==> src/rtl/acb_pkg.sv <==
// acb_pkg: shared constants and FSM type for the GF(2^163) core scheduler
package acb_pkg;
  localparam int FIELD_W = 163;
  localparam int DEFAULT_TIMEOUT = 200;
  localparam logic CFG_RAW = 1'b1;
  localparam logic CFG_SQR = 1'b0;
  typedef enum logic [1:0] {IDLE, ISSUE, WAIT, RESP} state_t;
endpackage

==> src/rtl/acb_scheduler_rr_arbiter_2.sv <==
// rr_arbiter_2: two-way round-robin arbiter; pointer names the preferred client on contention
module rr_arbiter_2 (
  input  logic       clk,
  input  logic       rst,
  input  logic [1:0] i_req,
  input  logic       i_en,
  output logic       o_gnt,
  output logic       o_any
);
  logic r_ptr;
  always_comb begin
    o_any = |i_req;
    o_gnt = &i_req ? r_ptr : i_req[1];
  end
  // after any grant the other client becomes preferred
  always_ff @(posedge clk) begin
    if (rst) r_ptr <= 1'b0;
    else if (i_en && o_any) r_ptr <= ~o_gnt;
  end
endmodule

==> src/rtl/acb_scheduler.sv <==
// acb_scheduler: shares one GF(2^163) multiply/square core between two clients,
// with round-robin grant, registered core operands and a timeout watchdog
module acb_scheduler
  import acb_pkg::*;
#(
  parameter int WIDTH   = FIELD_W,
  parameter int TIMEOUT = DEFAULT_TIMEOUT,
  parameter int CNT_W   = $clog2(TIMEOUT + 1)
) (
  input  logic             clk,
  input  logic             rst,
  input  logic             req0,
  input  logic             req1,
  input  logic             mode0,
  input  logic             mode1,
  input  logic [WIDTH-1:0] a0,
  input  logic [WIDTH-1:0] b0,
  input  logic [WIDTH-1:0] a1,
  input  logic [WIDTH-1:0] b1,
  output logic             ack0,
  output logic             ack1,
  output logic             rsp_valid,
  output logic             rsp_id,
  output logic             rsp_err,
  output logic [WIDTH-1:0] rsp_data,
  output logic             busy,
  output logic             core_rst,
  output logic             core_enable,
  output logic             core_cfg,
  output logic [WIDTH-1:0] core_a,
  output logic [WIDTH-1:0] core_b,
  input  logic [WIDTH-1:0] core_c,
  input  logic             core_done
);
  state_t           r_state;
  logic             r_id, r_ack0, r_ack1, r_en, r_cfg, r_abort, r_valid, r_err;
  logic [WIDTH-1:0] r_a, r_b, r_data;
  logic [CNT_W-1:0] r_wd;
  logic             w_gnt, w_any, w_idle;

  assign w_idle = r_state == IDLE;

  rr_arbiter_2 u_arb (
    .clk   (clk),
    .rst   (rst),
    .i_req ({req1, req0}),
    .i_en  (w_idle),
    .o_gnt (w_gnt),
    .o_any (w_any)
  );

  always_ff @(posedge clk) begin
    if (rst) begin
      r_state <= IDLE;
      r_id    <= 1'b0;
      r_ack0  <= 1'b0;
      r_ack1  <= 1'b0;
      r_en    <= 1'b0;
      r_cfg   <= 1'b0;
      r_abort <= 1'b0;
      r_valid <= 1'b0;
      r_err   <= 1'b0;
      r_a     <= '0;
      r_b     <= '0;
      r_data  <= '0;
      r_wd    <= '0;
    end else begin
      r_ack0  <= 1'b0;
      r_ack1  <= 1'b0;
      r_en    <= 1'b0;
      r_abort <= 1'b0;
      r_valid <= 1'b0;
      unique case (r_state)
        IDLE: if (w_any) begin
          r_id    <= w_gnt;
          r_ack0  <= ~w_gnt;
          r_ack1  <= w_gnt;
          r_en    <= 1'b1;
          r_a     <= w_gnt ? a1 : a0;
          r_b     <= w_gnt ? b1 : b0;
          r_cfg   <= w_gnt ? mode1 : mode0;
          r_state <= ISSUE;
        end
        ISSUE: begin
          r_wd    <= '0;
          r_state <= WAIT;
        end
        // a done coinciding with watchdog expiry is treated as success
        WAIT: if (core_done) begin
          r_data  <= core_c;
          r_err   <= 1'b0;
          r_valid <= 1'b1;
          r_state <= RESP;
        end else if (r_wd == CNT_W'(TIMEOUT - 1)) begin
          r_abort <= 1'b1;
          r_data  <= '0;
          r_err   <= 1'b1;
          r_valid <= 1'b1;
          r_state <= RESP;
        end else begin
          r_wd <= r_wd + CNT_W'(1);
        end
        RESP: begin
          r_data  <= '0;
          r_err   <= 1'b0;
          r_state <= IDLE;
        end
        default: r_state <= IDLE;
      endcase
    end
  end

  assign ack0        = r_ack0;
  assign ack1        = r_ack1;
  assign rsp_valid   = r_valid;
  assign rsp_id      = r_valid & r_id;
  assign rsp_err     = r_err;
  assign rsp_data    = r_data;
  assign busy        = ~w_idle;
  assign core_rst    = rst | r_abort;
  assign core_enable = r_en;
  assign core_cfg    = r_cfg;
  assign core_a      = r_a;
  assign core_b      = r_b;
endmodule

==> config.mk <==
export PLATFORM = sky130hd
export DESIGN_NAME = acb_scheduler
export DESIGN_NICKNAME = d
export VERILOG_FILES = /design/src/rtl/acb_pkg.sv /design/src/rtl/acb_scheduler_rr_arbiter_2.sv /design/src/rtl/acb_scheduler.sv
export SDC_FILE = /design/constraint.sdc
export NUM_CORES = 1
export LEC_CHECK = 0
export ABC_CLOCK_PERIOD_IN_PS = 3300
export BUFFER_PORTS_ARGS = -buffer_cell sky130_fd_sc_hd__buf_2
export CAP_MARGIN = 25
export CELL_PAD_IN_SITES_DETAIL_PLACEMENT = 1
export CELL_PAD_IN_SITES_GLOBAL_PLACEMENT = 1
export CORE_AREA = 5 5 507 509
export CTS_CLUSTER_SIZE = 25
export DETAILED_ROUTE_END_ITERATION = 12
export DIE_AREA = 0 0 512 514
export PLACE_DENSITY = 0.3
export SLEW_MARGIN = 20
export SYNTH_ARGS = -nofsm -noshare
export SYNTH_HDL_FRONTEND = slang
export SYNTH_SLANG_ARGS = --single-unit
==> constraint.sdc <==
create_clock -name clk -period 3.3 [get_ports clk]
set_input_delay 0.33 -clock clk [delete_from_list [all_inputs] [get_ports clk]]
set_output_delay 0.33 -clock clk [all_outputs]
set_load 0.02 [all_outputs]
-- After elaboration in Yosys (flattened, before gate mapping)
Cells that the tools add are included.
- register bits after elaboration: 508
- bits of input ports: 822
- logic and storage cells: 63
- $add $sub $neg: 1
- equal/unequal tests: 8
- multiplexer cells: 20
- bitwise gates (word level): 6
- reductions and logical operators: 14
- operators by type and width (operator ; count):
    $mux W163 ; 4
    $pmux W163 S2 ; 1
    $mux W8 ; 2
    $pmux W8 S2 ; 1
    $add A8 B1 Y8 const B ; 1
    $eq A8 B8 Y1 const B ; 1
    $pmux W2 S4 ; 1
    $reduce_and A2 Y1 ; 4
    $mux W1 ; 7
    $mux W2 ; 3
    $ne A2 B2 Y1 const B ; 3
    $reduce_or A2 Y1 ; 3
    $reduce_or A3 Y1 ; 2
    $eq A2 B2 Y1 const B ; 2
    $not A1 Y1 ; 4
    $reduce_bool A2 Y1 ; 2
    $ne A3 B3 Y1 const B ; 1
    $reduce_and A3 Y1 ; 1
    $eq A2 B1 Y1 const B ; 1
    $logic_not A2 Y1 ; 1
    $pmux W1 S2 ; 1
    $and A1 B1 Y1 ; 1
    $logic_and A1 B1 Y1 ; 1
    $or A1 B1 Y1 ; 1

-- Longest topological paths before layout
- depth in word-level cells: 4
- depth in mapped cells: 9
- depth with buffers taken out: 6

-- Hierarchy
A second synthesis with hierarchy kept.
- cell total of the unflattened synthesis: 2250
- area total of the unflattened synthesis: 21304.2 µm²
- by module, submodules not included (module ; instances ; cells each ; area an instance (µm²) ; sequential area each (µm²)):
    acb_scheduler ; 1 ; 2243 ; 21240.4 ; 10149.7
    rr_arbiter_2 ; 1 ; 7 ; 63.8 ; 20.0

-- Worst setup path after synthesis
Ideal clock, no wire load.
- path type: flip-flop to flip-flop
- start: register r_state[0]
- end: register r_a[0], in the netlist core_a[0]
- setup time: 128 ps
- arrival time: 1667 ps
- path slack: 1506 ps
- stages on the path, launching flop included: 10
- buffers on the path: 4
- clock period less this slack: 1794 ps
- cell sequence: dfxtp_1 -> inv_1 -> ha_1 -> and3_1 -> clkbuf_1 -> buf_2 -> buf_6 -> buf_6 -> a222oi_1 -> nor2_1
- cells in the longest elaborated chain, start to end: 2
- RTL lines (element ; RTL line ; RTL):
    from (decl) ; acb_scheduler.sv:35 ; state_t r_state;
    from (signal assigned) ; acb_scheduler.sv:54 ; r_state <= IDLE;
    from (signal assigned) ; acb_scheduler.sv:82 ; r_state <= ISSUE;
    from (signal assigned) ; acb_scheduler.sv:86 ; r_state <= WAIT;
    $logic_not A2 Y1 ; acb_scheduler.sv:73 ; unique case (r_state)
    $reduce_and A2 Y1 (no source line) ; - ;
    to (signal assigned) ; acb_scheduler.sv:79 ; r_a <= w_gnt ? a1 : a0;
    to (decl) ; acb_scheduler.sv:37 ; logic [WIDTH-1:0] r_a, r_b, r_data;
No other way between the ends.
A chain may end at the register's enable or synchronous reset.

-- Final worst setup path
- start: register r_state[0]
- end: register r_b[110], in the netlist core_b[110]
- cells in the longest elaborated chain, start to end: 2
- RTL lines (element ; RTL line ; RTL):
    $logic_not A2 Y1 ; acb_scheduler.sv:73 ;
    $reduce_and A2 Y1 (no source line) ; - ;
    to (signal assigned) ; acb_scheduler.sv:80 ; r_b <= w_gnt ? b1 : b0;
    to (decl) ; acb_scheduler.sv:37 ;
No other way between the ends.

==> out/results.ini <==
[sta]
finClkSkew_ns = 0.03928
min_period_ns = 2.948
setup_viol = 0
hold_viol_final = 0
rsz0062_at_grt = no
slew_violations = 0
min_period_over_period_pct = 89.34
max_freq_mhz = 339.2
tns_ns = 0
slew_headroom_pct = 44.16
max_slew.worst_pin.slew_ns = 0.8345

[pwr]
p_leak_nw = 17.10
p_total_mw = 30.86
p_per_area_mw_per_mm2 = 751.9
peakVddDrop_mv = 0.3713

[clock_network]
clock_sinks = 508
cts_root_buf = clkbuf_16
path_clk_slew_ns = 0.06
clock_path_buffers = 3
cts_tree = done
htree_num_levels = 3
clk_latency_ns = 0.72
cts_buffers = 76

[final_layout]
final_util_pct = 16.25
fin_area_sq_mm = 0.04104
nets = 4857
drive_gt1_share_pct = 37.09
syn_to_final_growth_pct = 110.2
fin_cells = 7485

[setup_path]
crit_buf_inv = 4
path_cells = inv_1 -> ha_1 -> and3_4 -> buf_12 -> buf_12 -> a222oi_1 -> dlygate4sd3_1 -> nor2_1
slowest_stage = dlygate4sd3_1
crit_path_max_incr_delay_ns = 0.61
r2r_slack_ns = 0.35
critPathMostFrequentCell = buf_12
cp_data_arrival_time_ns = 3.58
worstSetupPathType = reg -> reg
critPathTopFamily = buffers and inverters
worstPathMaxFanout = 33
cp-end-kind = flop
start_kind = flop
required_ns = 3.93

[global_routing]
grt_pass1_vias = 27580
grt_pass1_wl_microns = 250000
grt_max_degree = 117
antenna_found_initial = 65
track_usage_pct = 13.63
overflow = 0

[placed_design]
placed_cell_area_sq_mm = 0.03020
place.port_buffers = 1319
dp_cells = 6496
dp_hpwl_microns = 150300
globalplace.congestion = 0.8125

[logic_synthesis]
synth_top_family_by_area = compound AO/OA/AOI/OAI gates
synth_area_leaders = dfxtp_1, a222oi_1, mux2i_1
synth_cell_types = 38
synth_compound_area_share_pct = 17.53
synth.top_cell.area_share_pct = 52.09
synthSimpleGateAreaFrac_pct = 16.12
yosysWarningCount = 0
synth_area_leader_cell = dfxtp_1
yosys_register_bits = 508
muxShareOfSynthArea_pct = 8.408
avgSynthCellArea_sq_um = 10.06
synthCells = 1941
synth_xor_area_share_pct = 0.04486
synth_area_sq_mm = 0.01952
synth_fp_nets = 2769
synth-adder-area-share_pct = 0.3845
synth-seq-area-share_pct = 52.09

[detailed_routing]
drtAntennaViolNets = 0
drc_errors = 0
wl_per_cell_microns = 25.13
routed-via-count = 25470
drt_iter0_markers = 2402
firstDrtPassIters = 9
avgViaCountPerCell = 3.403
wirelength_microns = 188100

[floorplanning]
die_w_microns = 512
die_h_microns = 514
dieArea_sq_mm = 0.2632
coreArea_sq_mm = 0.2525
ios = 1320
start_util_pct = 7.731
rows = 185

[worst_hold_path]
min_path_type = in -> reg

[flow_run]
maxCapViolations = 0

[outcome]
status = completed

==> final timing paths <==
kind | startpoint | end | depth (start not counted)
min | core_c[28] | rsp_data[28] | 3
max | r_state[0] | core_b[110] | 8
min reg2reg | rsp_data[3] | rsp_data[3] | 2
max reg2reg | r_state[0] | core_b[110] | 8
==> cell type report <==
class	instances	area, sq um
flip-flops and latches	508	10170
clock buffers	117	2267
repair buffers	2213	15680
well taps	3366	4212
fillers	29720	211500
inverters	7	26.28
diodes	34	85.08
multi-input cells	1223	8329
clock inverters	17	272.8
==> synthesized netlist by cell type <==
master    number
o311ai_1       2
o21a_1         2
a222oi_1     327
mux2i_1      164
nor3_1         3
or2_2          2
o21ai_0        3
dfxtp_1      508
a211oi_1       2
nor2_1       336
clkbuf_1     122
a22o_1         1
buf_1          6
o21ai_1        2
and4bb_2       1
or3_1          2
and2_1         2
nand4b_1       3
or4_1          2
buf_4          3
nand2_1      171
nor2b_1        1
and3_1         3
o221a_2        1
a21o_1         1
inv_1          7
nand2b_1     170
xnor2_1        1
o31ai_1        1
nand3_1        4
ha_1           6
nor4_1         1
buf_2         45
and3b_1        1
a21oi_4        1
buf_6         27
a21oi_1        5
nor3b_1        2
==> per-stage QoR <==
stage,worst slack [ns],hold WS [ns]
2_1_floorplan,1.506,0.4445
3_3_place_gp,0.8507,0.4560
3_5_place_dp,0.8321,0.4608
4_1_cts,0.2477,0.02532
5_1_grt,0.1297,0.04025
6_report,0.3516,0.08957
==> routing by layer <==
layer	routed length (microns)	share of wire [%]	track usage, %
met1	76250	41	16.03
met2	89720	48	23.20
met3	16980	9.0	4.966
met4	5043	2.7	3.895
met5	130	0.069	0
==> cell families (layout without fill, tap and decap cells) <==
family / Yosys count / after routing
other: 0 / 34
DFF: 508 / 508
buffers and inverters: 210 / 2354
muxes: 164 / 164
AOI/OAI and AO/OA: 348 / 348
and+or+nand+nor: 704 / 704
adders and majority gates: 6 / 6
xor gates and xnor gates: 1 / 1
==> placed cells by master (no fill, tap or decap), types with 3 or more instances in the layout <==
cell type / count
nor3_1: 3
o21ai_0: 3
inv_1: 7
a222oi_1: 327
ha_1: 6
buf_4: 49
a21oi_1: 5
diode_2: 34
clkbuf_1: 21
dlygate4sd3_1: 821
bufinv_16: 3
nand3_1: 4
nand2_1: 171
nand4b_1: 3
clkinv_2: 8
clkinv_16: 3
nor2_1: 335
dfxtp_1: 508
mux2i_1: 164
buf_2: 1318
clkbuf_8: 19
buf_12: 24
clkbuf_16: 77
nand2b_1: 170
==> state kept, by name (all words and copies together), names as in the netlist, 2 cells and up <==
name and cells:
core_b 163, r_wd 8, rsp_data 163, core_a 163
r_state 2
==> worst register-to-register path: stages, from the launching register on <==
cell and delay, ns:
dfxtp_1 0.34, inv_1 0.11, ha_1 0.38, and3_4 0.57, buf_12 0.27, buf_12 0.34, a222oi_1 0.18, dlygate4sd3_1 0.61
nor2_1 0.09
==> report_power, final <==
part / switching [mW] / leakage, nW / internal [mW] / total [mW]
combinational: 7.85 / 11.7 / 6.11 / 14.0
sequential: 0.919 / 4.16 / 7.39 / 8.31
clock: 3.60 / 1.24 / 4.99 / 8.59
total: 12.4 / 17.1 / 18.5 / 30.9
==> timing repair <==
| item | in CTS | in global routing |
|---|---|---|
| gates resized for setup | 0 | 0 |
| setup buffers | 0 | 0 |
| hold buffers | 821 | 0 |
| hold endpoints to repair | 493 | 0 |
(Power assumes the default switching activity.)
